==> config.mk <==
export PLATFORM = sky130hd
export DESIGN_NAME = rkob_ptp_fifo_ctrl
export DESIGN_NICKNAME = d
export VERILOG_FILES = /design/src/rtl/rkob_ptp_pkg.sv /design/src/rtl/rkob_ptp_fifo_ctrl.sv
export SDC_FILE = /design/constraint.sdc
export NUM_CORES = 1
export LEC_CHECK = 0
export CORE_MARGIN = 3
export CORE_UTILIZATION = 35
export DETAILED_ROUTE_END_ITERATION = 16
export HOLD_SLACK_MARGIN = 0.08
export PLACE_DENSITY = 0.83
export SYNTH_ARGS = -nofsm -noshare
export SYNTH_HDL_FRONTEND = slang
export SYNTH_SLANG_ARGS = --single-unit
==> constraint.sdc <==
create_clock -name clk -period 4.25 [get_ports clk]
set_input_delay 0.85 -clock clk [delete_from_list [all_inputs] [get_ports clk]]
set_output_delay 0.85 -clock clk [all_outputs]
set_load 0.005 [all_outputs]
==> src/rtl/rkob_ptp_pkg.sv <==
// Shared constants for the PTP timestamp FIFO: word width, RAM depth and
// the almost-full threshold used by the controller and RAM defaults.
package rkob_ptp_pkg;

   localparam int PTP_DATA_WIDTH = 52;
   localparam int PTP_ADDR_WIDTH = 12;
   localparam int PTP_PTR_WIDTH  = PTP_ADDR_WIDTH + 1;
   localparam int PTP_AF_LEVEL   = 4032;

endpackage

==> src/rtl/rkob_ptp_fifo_ctrl.sv <==
// Pointer/flag controller that turns rkob_ptp_ram into a synchronous FIFO:
// RAM write/read addressing, registered occupancy flags, sticky error flags.
module rkob_ptp_fifo_ctrl
   import rkob_ptp_pkg::*;
#(
   parameter int DATA_WIDTH = PTP_DATA_WIDTH,
   parameter int ADDR_WIDTH = PTP_ADDR_WIDTH,
   parameter int AF_LEVEL   = PTP_AF_LEVEL
) (
   input  logic                  clk,
   input  logic                  rst_n,
   input  logic                  clr,
   input  logic                  push,
   input  logic [DATA_WIDTH-1:0] push_data,
   input  logic                  pop,
   output logic [DATA_WIDTH-1:0] pop_data,
   output logic                  pop_valid,
   output logic                  full,
   output logic                  empty,
   output logic                  almost_full,
   output logic [ADDR_WIDTH:0]   count,
   output logic                  overflow,
   output logic                  underflow,
   output logic                  ram_we,
   output logic [ADDR_WIDTH-1:0] ram_wr_addr,
   output logic [ADDR_WIDTH-1:0] ram_rd_addr,
   output logic [DATA_WIDTH-1:0] ram_wr_data,
   input  logic [DATA_WIDTH-1:0] ram_rd_data
);

   localparam int PW = ADDR_WIDTH + 1;
   localparam logic [PW-1:0] AF_THRESH = PW'(AF_LEVEL);

   logic [PW-1:0] wr_ptr, rd_ptr;
   logic [PW-1:0] wr_ptr_nx, rd_ptr_nx, count_nx;
   logic          push_ok, pop_ok;
   logic          full_nx, empty_nx, af_nx;

   // Accept decisions use the registered flags only, so a pop never frees
   // room for a same-cycle push and a push never feeds a same-cycle pop.
   always_comb begin
      push_ok   = push & ~full  & ~clr;
      pop_ok    = pop  & ~empty & ~clr;
      wr_ptr_nx = wr_ptr + PW'(push_ok);
      rd_ptr_nx = rd_ptr + PW'(pop_ok);
      if (clr) begin
         wr_ptr_nx = '0;
         rd_ptr_nx = '0;
      end
      count_nx = wr_ptr_nx - rd_ptr_nx;
      empty_nx = (wr_ptr_nx == rd_ptr_nx);
      full_nx  = (wr_ptr_nx[ADDR_WIDTH-1:0] == rd_ptr_nx[ADDR_WIDTH-1:0]) &&
                 (wr_ptr_nx[ADDR_WIDTH] != rd_ptr_nx[ADDR_WIDTH]);
      af_nx    = (count_nx >= AF_THRESH);
   end

   always_ff @(posedge clk or negedge rst_n) begin
      if (!rst_n) begin
         wr_ptr      <= '0;
         rd_ptr      <= '0;
         count       <= '0;
         full        <= 1'b0;
         empty       <= 1'b1;
         almost_full <= 1'b0;
         overflow    <= 1'b0;
         underflow   <= 1'b0;
         pop_valid   <= 1'b0;
      end else begin
         wr_ptr      <= wr_ptr_nx;
         rd_ptr      <= rd_ptr_nx;
         count       <= count_nx;
         full        <= full_nx;
         empty       <= empty_nx;
         almost_full <= af_nx;
         pop_valid   <= pop_ok;
         if (clr) begin
            overflow  <= 1'b0;
            underflow <= 1'b0;
         end else begin
            overflow  <= overflow  | (push & full);
            underflow <= underflow | (pop & empty);
         end
      end
   end

   // The RAM always latches the head address, so a pop's data appears next cycle.
   assign ram_we      = push_ok;
   assign ram_wr_addr = wr_ptr[ADDR_WIDTH-1:0];
   assign ram_wr_data = push_data;
   assign ram_rd_addr = rd_ptr[ADDR_WIDTH-1:0];
   assign pop_data    = ram_rd_data;

endmodule

* Yosys cells after proc, flatten, opt, wreduce, memory -nomap -nowiden *
Index checks and enable logic that the tools add are counted.

word-level totals
  register bits after elaboration = 45
  input port bits = 109

operators by class
  add/subtract/negate cells = 3
  order comparisons = 1
  equal/unequal tests = 3
  multiplexer cells = 4
  bitwise gates (word level) = 11
  reductions and logical operators = 1

operators with widths
  cell                                                                 number
  adder 13 x 1 -> 13 bit                                               2
  two-way mux 13 bit                                                   2
  == test 13 bit                                                       1
  greater-or-equal comparator 13 x 12 -> 1 bit, second input constant  1
  subtractor 13 bit                                                    1
  == test 12 bit                                                       1
  AND 1 bit                                                            6
  NOT 1 bit                                                            3
  two-way mux 1 bit                                                    2
  bitwise OR 1 bit                                                     2
  logical AND 1 bit                                                    1
  inequality test 1 bit                                                1

* Depth between registers and ports, before layout *
  word-level depth = 7
  depth in mapped cells = 16
  depth with buffers taken out = 14

* Worst setup path after synthesis *
No wires, ideal clock.

  kind = input -> register
  start = input port clr
  end = register almost_full
  setup time = 0.120 ns
  arrival = 3.815 ns
  required time = 4.130 ns
  setup slack = 0.315 ns
  stages on the path = 16
  path buffers = 2
  cell sequence = clkbuf_1 nor3b_1 ha_1 nand2_1 nor2_1 nand2_1 xor2_1 or2_2 ha_1 clkbuf_1 nand4_1 a2111oi_0 a2111o_1 a21oi_1 xnor2_1 a41o_1

between the ends
  cells in the longest elaborated chain, start to end = 6
  elaborated cells between the ends (all ways) = 9
  classes of those cells = 3 x add/sub; 1 x order compare; 2 x mux; 3 x bitwise

ends and longest elaborated chain
  what                                          line                      RTL
  start: declaration                            rkob_ptp_fifo_ctrl.sv:12  input logic clr,
  NOT 1 bit                                     rkob_ptp_fifo_ctrl.sv:43  pop_ok = pop & ~empty & ~clr;
  AND 1 bit                                     rkob_ptp_fifo_ctrl.sv:43
  net pop_ok                                    rkob_ptp_fifo_ctrl.sv:36  logic push_ok, pop_ok;
  adder 13 x 1 -> 13 bit                        rkob_ptp_fifo_ctrl.sv:45  rd_ptr_nx = rd_ptr + PW'(pop_ok);
  two-way mux 13 bit                            rkob_ptp_fifo_ctrl.sv:46  if (clr) begin
  subtractor 13 bit                             rkob_ptp_fifo_ctrl.sv:50  count_nx = wr_ptr_nx - rd_ptr_nx;
  net count_nx[10]                              rkob_ptp_fifo_ctrl.sv:35  logic [PW-1:0] wr_ptr_nx, rd_ptr_nx, count_nx;
  greater-or-equal comparator 13 x 12 -> 1 bit  rkob_ptp_fifo_ctrl.sv:54  af_nx = (count_nx >= AF_THRESH);
  net af_nx                                     rkob_ptp_fifo_ctrl.sv:37  logic full_nx, empty_nx, af_nx;
  end signal: assignment                        rkob_ptp_fifo_ctrl.sv:74  almost_full <= af_nx;
  end: declaration                              rkob_ptp_fifo_ctrl.sv:20  output logic almost_full,

The timed path passes the listed nets, and every way through them passes these cells.

* Worst setup path after layout *
  start = input port pop
  end = register almost_full

between the ends
  cells in the longest elaborated chain, start to end = 6

ends and longest elaborated chain
  what                                          line                      RTL
  start: declaration                            rkob_ptp_fifo_ctrl.sv:15  input logic pop,
  AND 1 bit (2 in a row)                        rkob_ptp_fifo_ctrl.sv:43
  net pop_ok                                    rkob_ptp_fifo_ctrl.sv:36
  adder 13 x 1 -> 13 bit                        rkob_ptp_fifo_ctrl.sv:45
  two-way mux 13 bit                            rkob_ptp_fifo_ctrl.sv:46
  subtractor 13 bit                             rkob_ptp_fifo_ctrl.sv:50
  net count_nx[9]                               rkob_ptp_fifo_ctrl.sv:35
  greater-or-equal comparator 13 x 12 -> 1 bit  rkob_ptp_fifo_ctrl.sv:54
  net af_nx                                     rkob_ptp_fifo_ctrl.sv:37

The timed path passes the listed nets, and every way through them passes these cells.

==> reports/qor.tcl <==
set qor(post_cts_buffers) 0
set qor(finalCritPeriodShare) 0.949
set qor(timing.final.max_slew_violations) 0
set qor(holdWs_ns) 0.514
set qor(worst-endpoint-arrival_ns) 4.22
set qor(clock_sink_count) 45
set qor(synth_enable_flop_cells) 0
set qor(clock_skew_ns) 0.00426
set qor(multi_input_gate_area_in_the_final_layout_sq_mm) 0.00126
set qor(drt_pre_antenna_iters) 4
set qor(place_congestion) 0.799
set qor(yosys.area_share.xor_xnor) 0.0814
set qor(peakVddDrop_mv) 0.100
set qor(global_route.overflow_total) 0
set qor(netlist_instances) 375
set qor(via_count) 2246
set qor(routed_via_density) 4.82
set qor(ctsHtreeMaxLevel) 2
set qor(critical_path.reg2reg.startpoint) {empty}
set qor(yosys_warnings) 0
set qor(worstRegToRegCells) 15
set qor(core-area_sq_mm) 0.00937
set qor(p_leak_nw) 1.69
set qor(fp.dieW_um) 105
set qor(power.sequential.fraction) 0.550
set qor(setup_violations) 0
set qor(area_taken_by_flip_flops_and_latches_sq_mm) 0.00113
set qor(rsz0062_at_grt) {false}
set qor(setup.reg_to_reg.worst_slack_ns) 0.89
set qor(die_height_um) 105
set qor(synth.ff_latch_count) 45
set qor(antenna_cells_inserted) 0
set qor(cts.root.buffer_cell) {clkbuf_8}
set qor(avgSynthCellArea_sq_um) 9.15
set qor(io_buffer_count) 48
set qor(mappedNetlistArea_sq_mm) 0.00343
set qor(final_period_minus_worst_setup_slack_ns) 4.03
set qor(area.growth.synth_to_final_pct) 1.28
set qor(mappedNetlistNets) 501
set qor(synth-async-reset-ratio) 1.00
set qor(worst_setup_path_endpoint) {almost_full}
set qor(p_comb_frac) 0.137
set qor(timing.fmax_mhz) 248
set qor(placedInstanceArea_sq_mm) 0.00338
set qor(commonest_cells_after_routing_fill_and_taps_aside) {clkdlybuf4s50_1, dfrtp_1, buf_4, nor2_1, inv_1}
set qor(synth-compound-area-share) 0.0668
set qor(critical_path.startpoint) {pop}
set qor(crit_path_max_fanout) 5
set qor(timing.critical_path.slowest_stage_cell) {clkdlybuf4s50_1}
set qor(switching_power_mw) 0.204
set qor(outcome) {finished clean}
set qor(worst_min_path_start) {underflow}
set qor(worst_path_top_cell_family_by_delay) {simple AND/OR/NAND/NOR gates}
set qor(critPathMostFrequentCell) {ha_1}
set qor(nature_of_the_critical_path_endpoint) {register}
set qor(cts.clk_slew.worst_paths_ns) 0.08
set qor(tritoncts_clock_tree) {done}
set qor(clock_path_buffers) 2
set qor(basic_gate_share_of_the_synthesized_area_counting_and_or_nand_and_nor_cells) 0.147
set qor(finalInstanceArea_sq_mm) 0.00347
set qor(type_of_the_worst_min_delay_path) {reg2reg}
set qor(synth_cell_types) 44
set qor(final_layout_size_suffix_gt1_frac) 0.205
set qor(timing.rr.end) {almost_full}
set qor(clk_latency_ns) 0.30
set qor(rows) 35
set qor(netSwitchingFraction) 0.246
set qor(fin_total_pwr_mw) 0.830
set qor(drt_wirelength_um) 8310
set qor(critical_path.n_buffers_inverters) 2
set qor(synth.area.mux_share) 0.00620
set qor(crit_path_cell_trace) {clkdlybuf4s50_1, nor3b_1, buf_4, ha_1, nand2_1, nor2_2, nand3_1, xor2_1, or2_2, ha_1, a21oi_1, nor2_1, a2111oi_1, a211oi_2, and3_1, a41o_1}
set qor(drtIter0Drc) 131
set qor(layout.nets) 462
set qor(path_depth) 16
set qor(synth_seq_area_share) 0.329
set qor(yosys.area_share.adder) 0.0642
set qor(post-dp-hpwl_um) 6770
set qor(boundaryPins) 257
set qor(worst-slew-pin-transition_ns) 0.977
set qor(final-hold-violation-count) 0
set qor(floorplan.initialDensity) 0.366
set qor(cts_buffers) 5
set qor(grt_first_pass_wirelength_um) 12900
set qor(mostFrequentLayoutCell) {clkdlybuf4s50_1}
set qor(cts_hold_buffers) 0
set qor(cell_internal_pwr_mw) 0.625
set qor(pin_count_of_the_biggest_net_entering_global_routing) 46
set qor(number_of_max_capacitance_violations_reported) 0
set qor(slew_headroom) 0.349
set qor(first_global_vias) 2366
set qor(worst_path_largest_cell_delay_ns) 0.48
set qor(routedWlPerCell_um) 17.8
set qor(critical_path_required_ns) 4.44
set qor(antenna_violating_nets_post_route) 0
set qor(fp.dieArea_sq_mm) 0.0110
set qor(grt_util_all_layers) 0.149
set qor(worstSetupStartpointType) {input pin}
set qor(synth_top_family_by_area) {buffers and inverters}
set qor(ys_dominant_reg_cell) {dfrtp_1}
set qor(num-fill-cells) 964
set qor(critical_path_class) {in2reg}
set qor(antenna_found_initial) 0
set qor(powerDensity_mw_per_mm2) 239
set qor(clkPwrFrac) 0.313
set qor(remaining_drc_errors) 0
[state kept, by name, summed over array words and instances, names as in the netlist]
register,cells
almost_full,1
count,13
empty,1
full,1
overflow,1
pop_valid,1
rd_ptr,13
underflow,1
wr_ptr,13
[cell usage after synthesis, drive strengths merged (2+ instances only)]
library cell / instances / area [sq um]
nor3: 3 / 15.0
o211ai: 4 / 30.0
nand2: 12 / 45.0
nand2b: 6 / 37.5
nor2: 27 / 101
or2: 11 / 68.8
nor3b: 2 / 15.0
nor4: 2 / 12.5
and3: 3 / 18.8
nand3: 11 / 55.1
inv: 19 / 71.3
and2: 2 / 13.8
a21oi: 11 / 58.8
o21ai: 4 / 20.0
nor2b: 2 / 12.5
clkbuf: 4 / 15.0
a21o: 2 / 15.0
buf: 128 / 961
ha: 16 / 200
and2b: 2 / 17.5
nand4: 10 / 68.8
xor2: 15 / 139
xnor2: 16 / 140
a2111oi: 2 / 17.5
o31ai: 2 / 15.0
dfrtp: 44 / 1100
or3: 2 / 12.5
[through the flow]
stage / TNS, ns / instances / utilization / setup slack (ns)
after floorplan: 0 / 375 / - / 0.315
after detailed placement: -0.712 / 458 / 0.360 / -0.238
after global placement: -0.459 / 458 / 0.360 / -0.210
after global routing: 0 / 466 / 0.371 / 0.0117
after CTS: 0 / 466 / 0.369 / 0.0449
final: 0 / 466 / 0.371 / 0.218
[cell type report]
| type | count | share of cell area |
|---|---|---|
| clock inverter | 3 | 0.00504 |
| sequential | 45 | 0.325 |
| multi-input combinational | 179 | 0.364 |
| tap | 129 | 0.0465 |
| inverter | 19 | 0.0205 |
| timing repair buffer | 86 | 0.220 |
| clock buffer | 5 | 0.0198 |
[routing by layer]
metal / share of wire / up-vias / wire, um / track usage
met5: 0.0058 / - / 48 / 0.0381
met2: 0.48 / 129 / 4010 / 0.247
met1: 0.35 / 1047 / 2930 / 0.151
met4: 0.034 / 2 / 283 / 0.0712
li1: - / 1030 / - / -
met3: 0.12 / 38 / 1040 / 0.0778
[logic make-up after synthesis]
kind of cell / count (synthesis)
muxes: 2
and+or+nand+nor: 96
buffers and inverters: 151
adders and majority gates: 17
DFF: 45
AOI/OAI and AO/OA: 33
xor gates and xnor gates: 31
[worst min path at each step]
stage,cells after the start,slack [ns],end
2_1_floorplan,2,0.49,overflow
3_3_place_gp,2,0.48,overflow
3_5_place_dp,2,0.49,underflow
4_1_cts,2,0.51,underflow
5_1_grt,2,0.55,underflow
6_report,2,0.51,underflow
[repair_timing]
| action | 4_1_cts | 5_1_grt |
|---|---|---|
| endpoints found under the setup margin | 0 | 6 |
| gates resized for setup | 0 | 4 |
| hold endpoints to repair | 0 | 0 |
[worst reg2reg max path, cell delays in order (launching register included)]
cell       delay [ns]
dfstp_2          0.38
nor3b_1          0.17
buf_4            0.15
ha_1             0.15
nand2_1          0.08
nor2_2           0.18
nand3_1          0.11
xor2_1           0.16
or2_2            0.30
ha_1             0.34
a21oi_1          0.22
nor2_1           0.07
a2111oi_1        0.41
a211oi_2         0.14
and3_1           0.17
a41o_1           0.23
[power by group through the flow]
stage | Clock, mW | Sequential, mW | Combinational, mW
6_report | 0.259 | 0.457 | 0.114
5_1_grt | 0.285 | 0.459 | 0.126
4_1_cts | 0.272 | 0.457 | 0.116
3_3_place_gp | 0 | 0.465 | 0.115
2_1_floorplan | 0 | 0.465 | 0.121
3_5_place_dp | 0 | 0.465 | 0.115
No activity file was read; power rests on OpenSTA's default activity.
